$ cat src/rtl/cordic_angle_sweeper.sv
// cordic_angle_sweeper
//  Stimulus stage for the CORDIC sine/cosine core. Steps a signed 16.16 radian
//  angle from start_angle by step for num_points points, keeping it wrapped
//  into [-pi, pi). Each angle is held on rad for SETTLE_CYC cycles, then
//  sample_valid pulses with the point index.
// Ports
//  clk, rst        clock (rising edge), synchronous active-high reset
//  start, abort    begin sweep (IDLE only) / terminate sweep
//  start_angle     signed 16.16 first angle, must be in [-PI_Q, PI_Q)
//  step            signed 16.16 increment, |step| < PI_Q
//  num_points      points per sweep, 1..65535
//  rad             angle driven to the CORDIC core
//  sample_valid    1-cycle pulse: core outputs for point_idx are valid
//  point_idx       index of the current angle
//  busy            high while settling/sampling
//  done            1-cycle pulse after the final sample
//  err             1-cycle pulse when a start request has bad parameters
module cordic_angle_sweeper #(
    parameter int unsigned SETTLE_CYC = 2,
    parameter int          PI_Q       = 205887,
    parameter int          TWO_PI_Q   = 411775
) (
    input  logic               clk,
    input  logic               rst,
    input  logic               start,
    input  logic               abort,
    input  logic signed [31:0] start_angle,
    input  logic signed [31:0] step,
    input  logic        [15:0] num_points,
    output logic signed [31:0] rad,
    output logic               sample_valid,
    output logic        [15:0] point_idx,
    output logic               busy,
    output logic               done,
    output logic               err
);

    localparam int unsigned CNT_W = (SETTLE_CYC > 1) ? $clog2(SETTLE_CYC) : 1;
    localparam logic [CNT_W-1:0] CNT_LOAD = CNT_W'(SETTLE_CYC - 1);
    localparam logic signed [32:0] PI_S     = 33'(PI_Q);
    localparam logic signed [32:0] NEG_PI_S = 33'(-PI_Q);
    localparam logic signed [32:0] TWO_PI_S = 33'(TWO_PI_Q);

    typedef enum logic [1:0] {
        S_IDLE,
        S_SETTLE,
        S_SAMPLE,
        S_DONE
    } state_t;

    state_t             state_q, state_d;
    logic signed [31:0] rad_d;
    logic        [15:0] idx_d;
    logic signed [31:0] step_q, step_d;
    logic        [15:0] num_q, num_d;
    logic [CNT_W-1:0]   cnt_q, cnt_d;
    logic               sample_valid_d, busy_d, done_d, err_d;

    logic signed [32:0] sa_ext, st_ext, sum, wrapped;
    logic               params_ok;

    // Start request validation on the live inputs
    assign sa_ext    = 33'(start_angle);
    assign st_ext    = 33'(step);
    assign params_ok = (num_points != 16'd0) &&
                       (st_ext > NEG_PI_S) && (st_ext < PI_S) &&
                       (sa_ext >= NEG_PI_S) && (sa_ext < PI_S);

    // Next angle with one wrap correction; |step| < pi keeps one correction enough
    assign sum = 33'(rad) + 33'(step_q);
    always_comb begin
        wrapped = sum;
        if (sum >= PI_S) begin
            wrapped = sum - TWO_PI_S;
        end else if (sum < NEG_PI_S) begin
            wrapped = sum + TWO_PI_S;
        end
    end

    // State register and registered outputs
    always_ff @(posedge clk) begin
        if (rst) begin
            state_q      <= S_IDLE;
            rad          <= '0;
            point_idx    <= '0;
            step_q       <= '0;
            num_q        <= '0;
            cnt_q        <= '0;
            sample_valid <= 1'b0;
            busy         <= 1'b0;
            done         <= 1'b0;
            err          <= 1'b0;
        end else begin
            state_q      <= state_d;
            rad          <= rad_d;
            point_idx    <= idx_d;
            step_q       <= step_d;
            num_q        <= num_d;
            cnt_q        <= cnt_d;
            sample_valid <= sample_valid_d;
            busy         <= busy_d;
            done         <= done_d;
            err          <= err_d;
        end
    end

    // Next-state and next-output logic
    always_comb begin
        state_d = state_q;
        rad_d   = rad;
        idx_d   = point_idx;
        step_d  = step_q;
        num_d   = num_q;
        cnt_d   = cnt_q;
        err_d   = 1'b0;

        case (state_q)
            S_IDLE: begin
                if (start) begin
                    if (params_ok) begin
                        step_d  = step;
                        num_d   = num_points;
                        rad_d   = start_angle;
                        idx_d   = '0;
                        cnt_d   = CNT_LOAD;
                        state_d = S_SETTLE;
                    end else begin
                        err_d = 1'b1;
                    end
                end
            end
            S_SETTLE: begin
                if (abort) begin
                    state_d = S_IDLE;
                end else if (cnt_q == '0) begin
                    state_d = S_SAMPLE;
                end else begin
                    cnt_d = cnt_q - CNT_W'(1);
                end
            end
            S_SAMPLE: begin
                // abort takes priority over advancing to the next point
                if (abort) begin
                    state_d = S_IDLE;
                end else if (point_idx == num_q - 16'd1) begin
                    state_d = S_DONE;
                end else begin
                    rad_d   = 32'(wrapped);
                    idx_d   = point_idx + 16'd1;
                    cnt_d   = CNT_LOAD;
                    state_d = S_SETTLE;
                end
            end
            S_DONE: begin
                state_d = S_IDLE;
            end
            default: begin
                state_d = S_IDLE;
            end
        endcase

        // Pulses/levels are registered views of the state being entered
        sample_valid_d = (state_d == S_SAMPLE);
        busy_d         = (state_d == S_SETTLE) || (state_d == S_SAMPLE);
        done_d         = (state_d == S_DONE);
    end

endmodule

$ cat config.mk
export PLATFORM = sky130hd
export DESIGN_NAME = cordic_angle_sweeper
export DESIGN_NICKNAME = d
export VERILOG_FILES = /design/src/rtl/cordic_angle_sweeper.sv
export SDC_FILE = /design/constraint.sdc
export NUM_CORES = 1
export LEC_CHECK = 0
export BUFFER_PORTS_ARGS = -buffer_cell sky130_fd_sc_hd__clkbuf_2
export CELL_PAD_IN_SITES_DETAIL_PLACEMENT = 0
export CELL_PAD_IN_SITES_GLOBAL_PLACEMENT = 1
export CORE_ASPECT_RATIO = 1.1
export CORE_UTILIZATION = 40
export DETAILED_ROUTE_END_ITERATION = 6
export GPL_TIMING_DRIVEN = 1
export PLACE_DENSITY = 0.86
export SLEW_MARGIN = 10
export SYNTH_ARGS = -nofsm -noshare
export SYNTH_HDL_FRONTEND = slang
export SYNTH_SLANG_ARGS = --single-unit
export TNS_END_PERCENT = 5
$ cat constraint.sdc
create_clock -name clk -period 4.5 [get_ports clk]
set_input_delay 0.9 -clock clk [delete_from_list [all_inputs] [get_ports clk]]
set_output_delay 0.9 -clock clk [all_outputs]
set_load 0.01 [all_outputs]
==> results.cfg, run 1 <==
[route]
ant_nets = 0
routed_via_density = 5.93
drc = 0
avgRoutedWirePerCell_um = 18.7
vias = 9214
drt_pass1_iterations = 5
dr.first_iter.drc_count = 765
drt_wl_total_um = 29000

[floorplanning]
fp-row-count = 56
io_pins = 136
core_area_mm2 = 0.0214
fp.dieH_um = 158
start_util_pct = 41.1
dieArea_mm2 = 0.0226
die_w_um = 144

[setup_path]
end_kind = register
cp.arrival_ps = 4600
cp_max_fo = 14
worstReg2RegStart = rad[0]$_SDFFE_PP0P_
reg2reg_depth = 16
rr_endpoint = rad[9]$_SDFFE_PP0P_
crit_required_ps = 4750
worstSetupPathType = reg -> reg
r2r_setup_slack_ps = 150
critPathLaunchType = register

[global_route]
grt_usage_pct = 25.5
overflow = 0
grt_max_degree = 51
grt_pass1_vias = 8450
antenna_found_initial = 0
grt_pass1_wl_um = 45100

[timing]
maxSlewViolCount = 0
worstMarginPinSlew_ps = 894
finalHoldViolCount = 0
fin_crit_ps = 4350
rsz0062_at_grt = true
slew_headroom_pct = 40.4
fin_crit_sh_pct = 96.7
setup_violations = 0
skew_ps = 14.5
fmax_mhz = 230
fin_hold_ws_ps = 507

[power]
p_total_w = 0.00185
comb_power_share_pct = 5.2
vdd_drop_max_uv = 194
pwr_density_cell_mw_per_mm2 = 178
switchingPower_w = 0.000498
cellLeakagePower_nw = 4.48
p_int_w = 0.00135
seqPwrFrac_pct = 49.3
swShare_pct = 27.0
clock_power_share_pct = 45.5

[synth]
async_flop_share_pct = 0
synth-edff-count = 0
syn_avg_cell_area_um2 = 7.83
synth_top_area_share_pct = 23.4
synthesis.area_mm2 = 0.00881
synth_ff_type = dfxtp_1
postSynthCellCount = 1125
synthTopCellsByArea = dfxtp_1 (23%), mux2i_1 (6.0%), nor2_1 (6.0%), ha_1 (5.5%), xnor2_1 (4.8%)
ys_seq_elements = 103
yosysTopAreaCell = dfxtp_1
seq_area_frac_synth_pct = 23.4
synth_cell_type_count = 102
synth_fp_nets = 1249
synth_warnings = 0

[cts]
cts_sinks = 103
clk_pin_slew_ps = 80
clock_path_buffers = 2
clk_latency_ps = 370
htreeDepth = 3
tritoncts = done
ctsRootBufferMaster = clkbuf_16
cts_made_buffers = 9

[layout]
multi_input_area_mm2 = 0.00644
diodes = 0
drive_above_1_share_pct = 21.1
regArea_mm2 = 0.00206
syn2layout_area_growth_pct = 17.4
nNetsFinal = 1382
num-fill-cells = 2192

[status]
status = completed

[place]
dp_hpwl_um = 22700
globalplace.congestion = 0.931
io_buffers = 135

[worst_hold_path]
holdPathStages = 2
min_from = rad[0]$_SDFFE_PP0P_
min_to = rad[0]$_SDFFE_PP0P_
worst_hold_path_type = reg -> reg

[run]
maxCapViolations = 0
[cell usage after synthesis, drive strengths merged (31+ instances only)]
cell	n
o21ai	43
ha	39
a21oi	68
xnor2	49
nor2	142
mux2i	53
dfxtp	103
nand4	35
nor4	35
clkbuf	35
nor3	47
nand2	83
xor2	31
[kinds of logic (layout without fill, tap and decap cells)]
group                      Yosys count  count (layout)  share of synthesized area [%]
buffers and inverters               88             226                           4.63
xor gates and xnor gates            80              80                           8.04
DFF                                103             103                           23.4
and+or+nand+nor                    462             462                           27.1
adders and majority gates           40              40                           5.77
muxes                               54              54                           6.15
AOI/OAI and AO/OA                  298             298                           24.9
[stage by stage]
stage / cell area [um^2] / setup TNS, ps / utilization (%) / cells / worst slack [ps]
CTS: 10200 / 0 / 47.8 / 1551 / 10.2
detailed placement: 9920 / -30.1 / 46.3 / 1535 / -30.1
finish: 10300 / 0 / 48.2 / 1553 / 150
global route: 10300 / -78.9 / 48.2 / 1553 / -62.5
global placement: 9920 / 0 / 46.3 / 1535 / 88.7
floorplan: 8810 / 0 / - / 1125 / 580
[how the worst max path moves through the flow]
stage / to / start / depth (start not counted) / slack (ps)
after global routing: rad[9]$_SDFFE_PP0P_ / rad[0]$_SDFFE_PP0P_ / 16 / -60
after floorplan: rad[8]$_SDFFE_PP0P_ / rad[0]$_SDFFE_PP0P_ / 14 / 580
after CTS: rad[8]$_SDFFE_PP0P_ / rad[0]$_SDFFE_PP0P_ / 15 / 10
final: rad[9]$_SDFFE_PP0P_ / rad[0]$_SDFFE_PP0P_ / 16 / 150
after detailed placement: rad[8]$_SDFFE_PP0P_ / rad[0]$_SDFFE_PP0P_ / 15 / -30
after global placement: rad[9]$_SDFFE_PP0P_ / rad[0]$_SDFFE_PP0P_ / 15 / 90
[layout by cell type (no fill, tap or decap), types with 12 or more instances in the layout]
| cell | count |
|---|---|
| xor2_1 | 29 |
| nor2_1 | 140 |
| o22ai_1 | 19 |
| o21ai_0 | 35 |
| dfxtp_1 | 103 |
| nand2_1 | 83 |
| nand4_1 | 33 |
| a211oi_1 | 24 |
| clkbuf_2 | 134 |
| mux2i_1 | 53 |
| and3_1 | 12 |
| a31oi_1 | 12 |
| or3_1 | 14 |
| buf_4 | 51 |
| a21o_1 | 14 |
| a21oi_1 | 62 |
| ha_1 | 39 |
| nand3_1 | 22 |
| inv_1 | 22 |
| nor4_1 | 32 |
| xnor2_1 | 46 |
| nor3_1 | 45 |
[critical path: stages, from the launching register on]
cell	delay, ps
dfxtp_1	330
ha_1	250
fa_1	450
a21o_1	210
a221oi_4	350
buf_4	190
o22a_4	170
nor4_2	60
or4_4	440
a32oi_2	270
o211ai_4	160
o41ai_4	420
buf_12	190
nor4b_1	60
a31oi_1	190
xor2_1	90
a2111oi_0	370
[power groups by stage]
stage          clock (W)  combinational (W)  sequential (W)
2_1_floorplan          0          0.0000260        0.000933
3_3_place_gp           0          0.0000935        0.000933
3_5_place_dp           0          0.0000943        0.000933
4_1_cts         0.000849          0.0000949        0.000911
5_1_grt         0.000880           0.000103        0.000911
6_report        0.000840          0.0000957        0.000911
[layer usage]
metal  track usage, %  share of wire, %
met5                0                 0
met4             5.88               1.3
met3             3.93               5.9
met2             43.2                47
met1             33.9                46
[flip-flops by register name (all words and copies together) (netlist names)]
| name | flops |
|---|---|
| rad | 32 |
| step_q | 32 |
| num_q | 16 |
| point_idx | 16 |
| state_q | 2 |
| busy | 1 |
| cnt_q | 1 |
| done | 1 |
| err | 1 |
| sample_valid | 1 |
[area by class of cell]
cell class,count,share of cell area (%)
clock buffer,9,2.18
clock inverter,7,0.835
inverter,23,0.835
multi-input combinational,934,62.3
sequential,103,19.9
tap,290,3.51
timing repair buffer,187,10.4
[what timing repair did]
item	4_1_cts	5_1_grt
resized for setup	3	16
endpoints found under the setup margin	2	18
pin swaps	0	2
buffers inserted	0	2
hold buffers	0	0
No activity file was read; power rests on OpenSTA's default activity.
==> inputs of run 2 (changes only) <==
--- a/config.mk
+++ b/config.mk
@@ -13,6 +13,7 @@
 export DETAILED_ROUTE_END_ITERATION = 6
 export GPL_TIMING_DRIVEN = 1
 export PLACE_DENSITY = 0.86
+export RECOVER_POWER = 25
 export SLEW_MARGIN = 10
 export SYNTH_ARGS = -nofsm -noshare
 export SYNTH_HDL_FRONTEND = slang
==> results.cfg, run 2 (synthesis results as in run 1) <==
[timing]
fin_tns_setup_ps = 0
fin_crit_ps = 4350
worstMarginPinSlew_ps = 897
setup_violations = 0
slew_headroom_pct = 40.2
rsz0062_at_grt = true
maxSlewViolCount = 0
fmax_mhz = 230
skew_ps = 15.1
fin_crit_sh_pct = 96.6
finalHoldViolCount = 0

[layout]
final_cell_mix = nor2_1 (140), dfxtp_1 (103), clkbuf_2 (98)
syn2layout_area_growth_pct = 16.9
top_regs = rad (32), step_q (32)
mostFrequentLayoutCell = nor2_1
drive_above_1_share_pct = 18.1
nNetsFinal = 1382
diodes = 0

[setup_path]
crit_required_ps = 4750
end_kind = register
cp_max_fo = 14
critPathLaunchType = register
cp.arrival_ps = 4600
worstSetupPathType = reg -> reg

[route]
drc = 0
routed_via_density = 5.95
ant_nets = 0
vias = 9233
drt_pass1_iterations = 5
avgRoutedWirePerCell_um = 18.7
dr.first_iter.drc_count = 704
drt_wl_total_um = 29100

[floorplanning]
die_w_um = 144
dieArea_mm2 = 0.0226
fp-row-count = 56
fp.dieH_um = 158
io_pins = 136
core_area_mm2 = 0.0214
start_util_pct = 41.1

[run]
maxCapViolations = 0

[power]
vdd_drop_max_uv = 194
pwr_density_cell_mw_per_mm2 = 179
p_total_w = 0.00184
cellLeakagePower_nw = 4.35

[cts]
ctsRootBufferMaster = clkbuf_16
cts_sinks = 103
htreeDepth = 3
cts_made_buffers = 9
tritoncts = done
clk_pin_slew_ps = 80
clock_path_buffers = 2
clk_latency_ps = 370

[global_route]
grt_max_degree = 51
antenna_found_initial = 0
grt_pass1_wl_um = 45100
overflow = 0
grt_usage_pct = 25.5
grt_pass1_vias = 8450

[place]
globalplace.congestion = 0.931
dp_hpwl_um = 22700
io_buffers = 135

[worst_hold_path]
worst_hold_path_type = reg -> reg

[status]
status = completed
## run 2: final cells by class
cell class	count	area (um^2)
fill	2207	11100
multi-input combinational	934	6440
sequential	103	2060
timing repair buffer	187	1030
tap	290	363
clock buffer	9	225
clock inverter	7	86.3
inverter	23	86.3
## run 2: through the flow
| step | setup slack, ps | hold WS (ps) | cell area (um^2) | utilization, % | instances |
|---|---|---|---|---|---|
| after floorplan | 580 | 468 | 8810 | - | 1125 |
| after global placement | 88.7 | 480 | 9920 | 46.3 | 1535 |
| after detailed placement | -30.1 | 492 | 9920 | 46.3 | 1535 |
| after CTS | 10.2 | 508 | 10200 | 47.8 | 1551 |
| after global routing | -62.5 | 537 | 10300 | 48.0 | 1553 |
| final | 152 | 507 | 10300 | 48.0 | 1553 |
## run 2: routing by layer
layer  vias to the layer above  share of wire [%]  track usage, %
li1                       4484                  -               -
met1                      4427                 46            33.9
met2                       291                 46            43.2
met3                        31                6.0            3.93
met4                         0                1.2            5.88
met5                         -                  0               0
## run 2: what timing repair did
| item | CTS | global route |
|---|---|---|
| resized for setup | 3 | 16 |
| hold buffers | 0 | 0 |
| pin swaps | 0 | 2 |
| gates cloned | 0 | 0 |
| setup endpoints to repair | 2 | 18 |
| buffers inserted | 0 | 2 |
## run 2: path summary, 6_finish.rpt
| kind | from | endpoint | slack [ps] | depth (start not counted) |
|---|---|---|---|---|
| max | rad[0]$_SDFFE_PP0P_ | rad[9]$_SDFFE_PP0P_ | 150 | 16 |
| min | rad[0]$_SDFFE_PP0P_ | rad[0]$_SDFFE_PP0P_ | 510 | 2 |
| min reg2reg | rad[0]$_SDFFE_PP0P_ | rad[0]$_SDFFE_PP0P_ | 510 | 2 |
| max reg2reg | rad[0]$_SDFFE_PP0P_ | rad[9]$_SDFFE_PP0P_ | 150 | 16 |
## run 2: critical path, stage by stage (launching register included)
cell and delay [ps]:
dfxtp_1 340, ha_1 250, fa_1 450, a21o_1 210, a221oi_4 350, buf_4 190
o22a_4 180, nor4_2 70, or4_4 440, a32oi_2 270, o211ai_4 160, o41ai_4 420
buf_12 190, nor4b_1 60, a31oi_1 190, xor2_1 90, a2111oi_0 370
## run 2: where the power goes
part | switching, W | leakage (nW) | internal [W] | total [W]
combinational | 0.0000596 | 3.37 | 0.0000359 | 0.0000955
sequential | 0.0000000883 | 0.829 | 0.000911 | 0.000911
clock | 0.000436 | 0.151 | 0.000401 | 0.000837
total | 0.000495 | 4.35 | 0.00135 | 0.00184
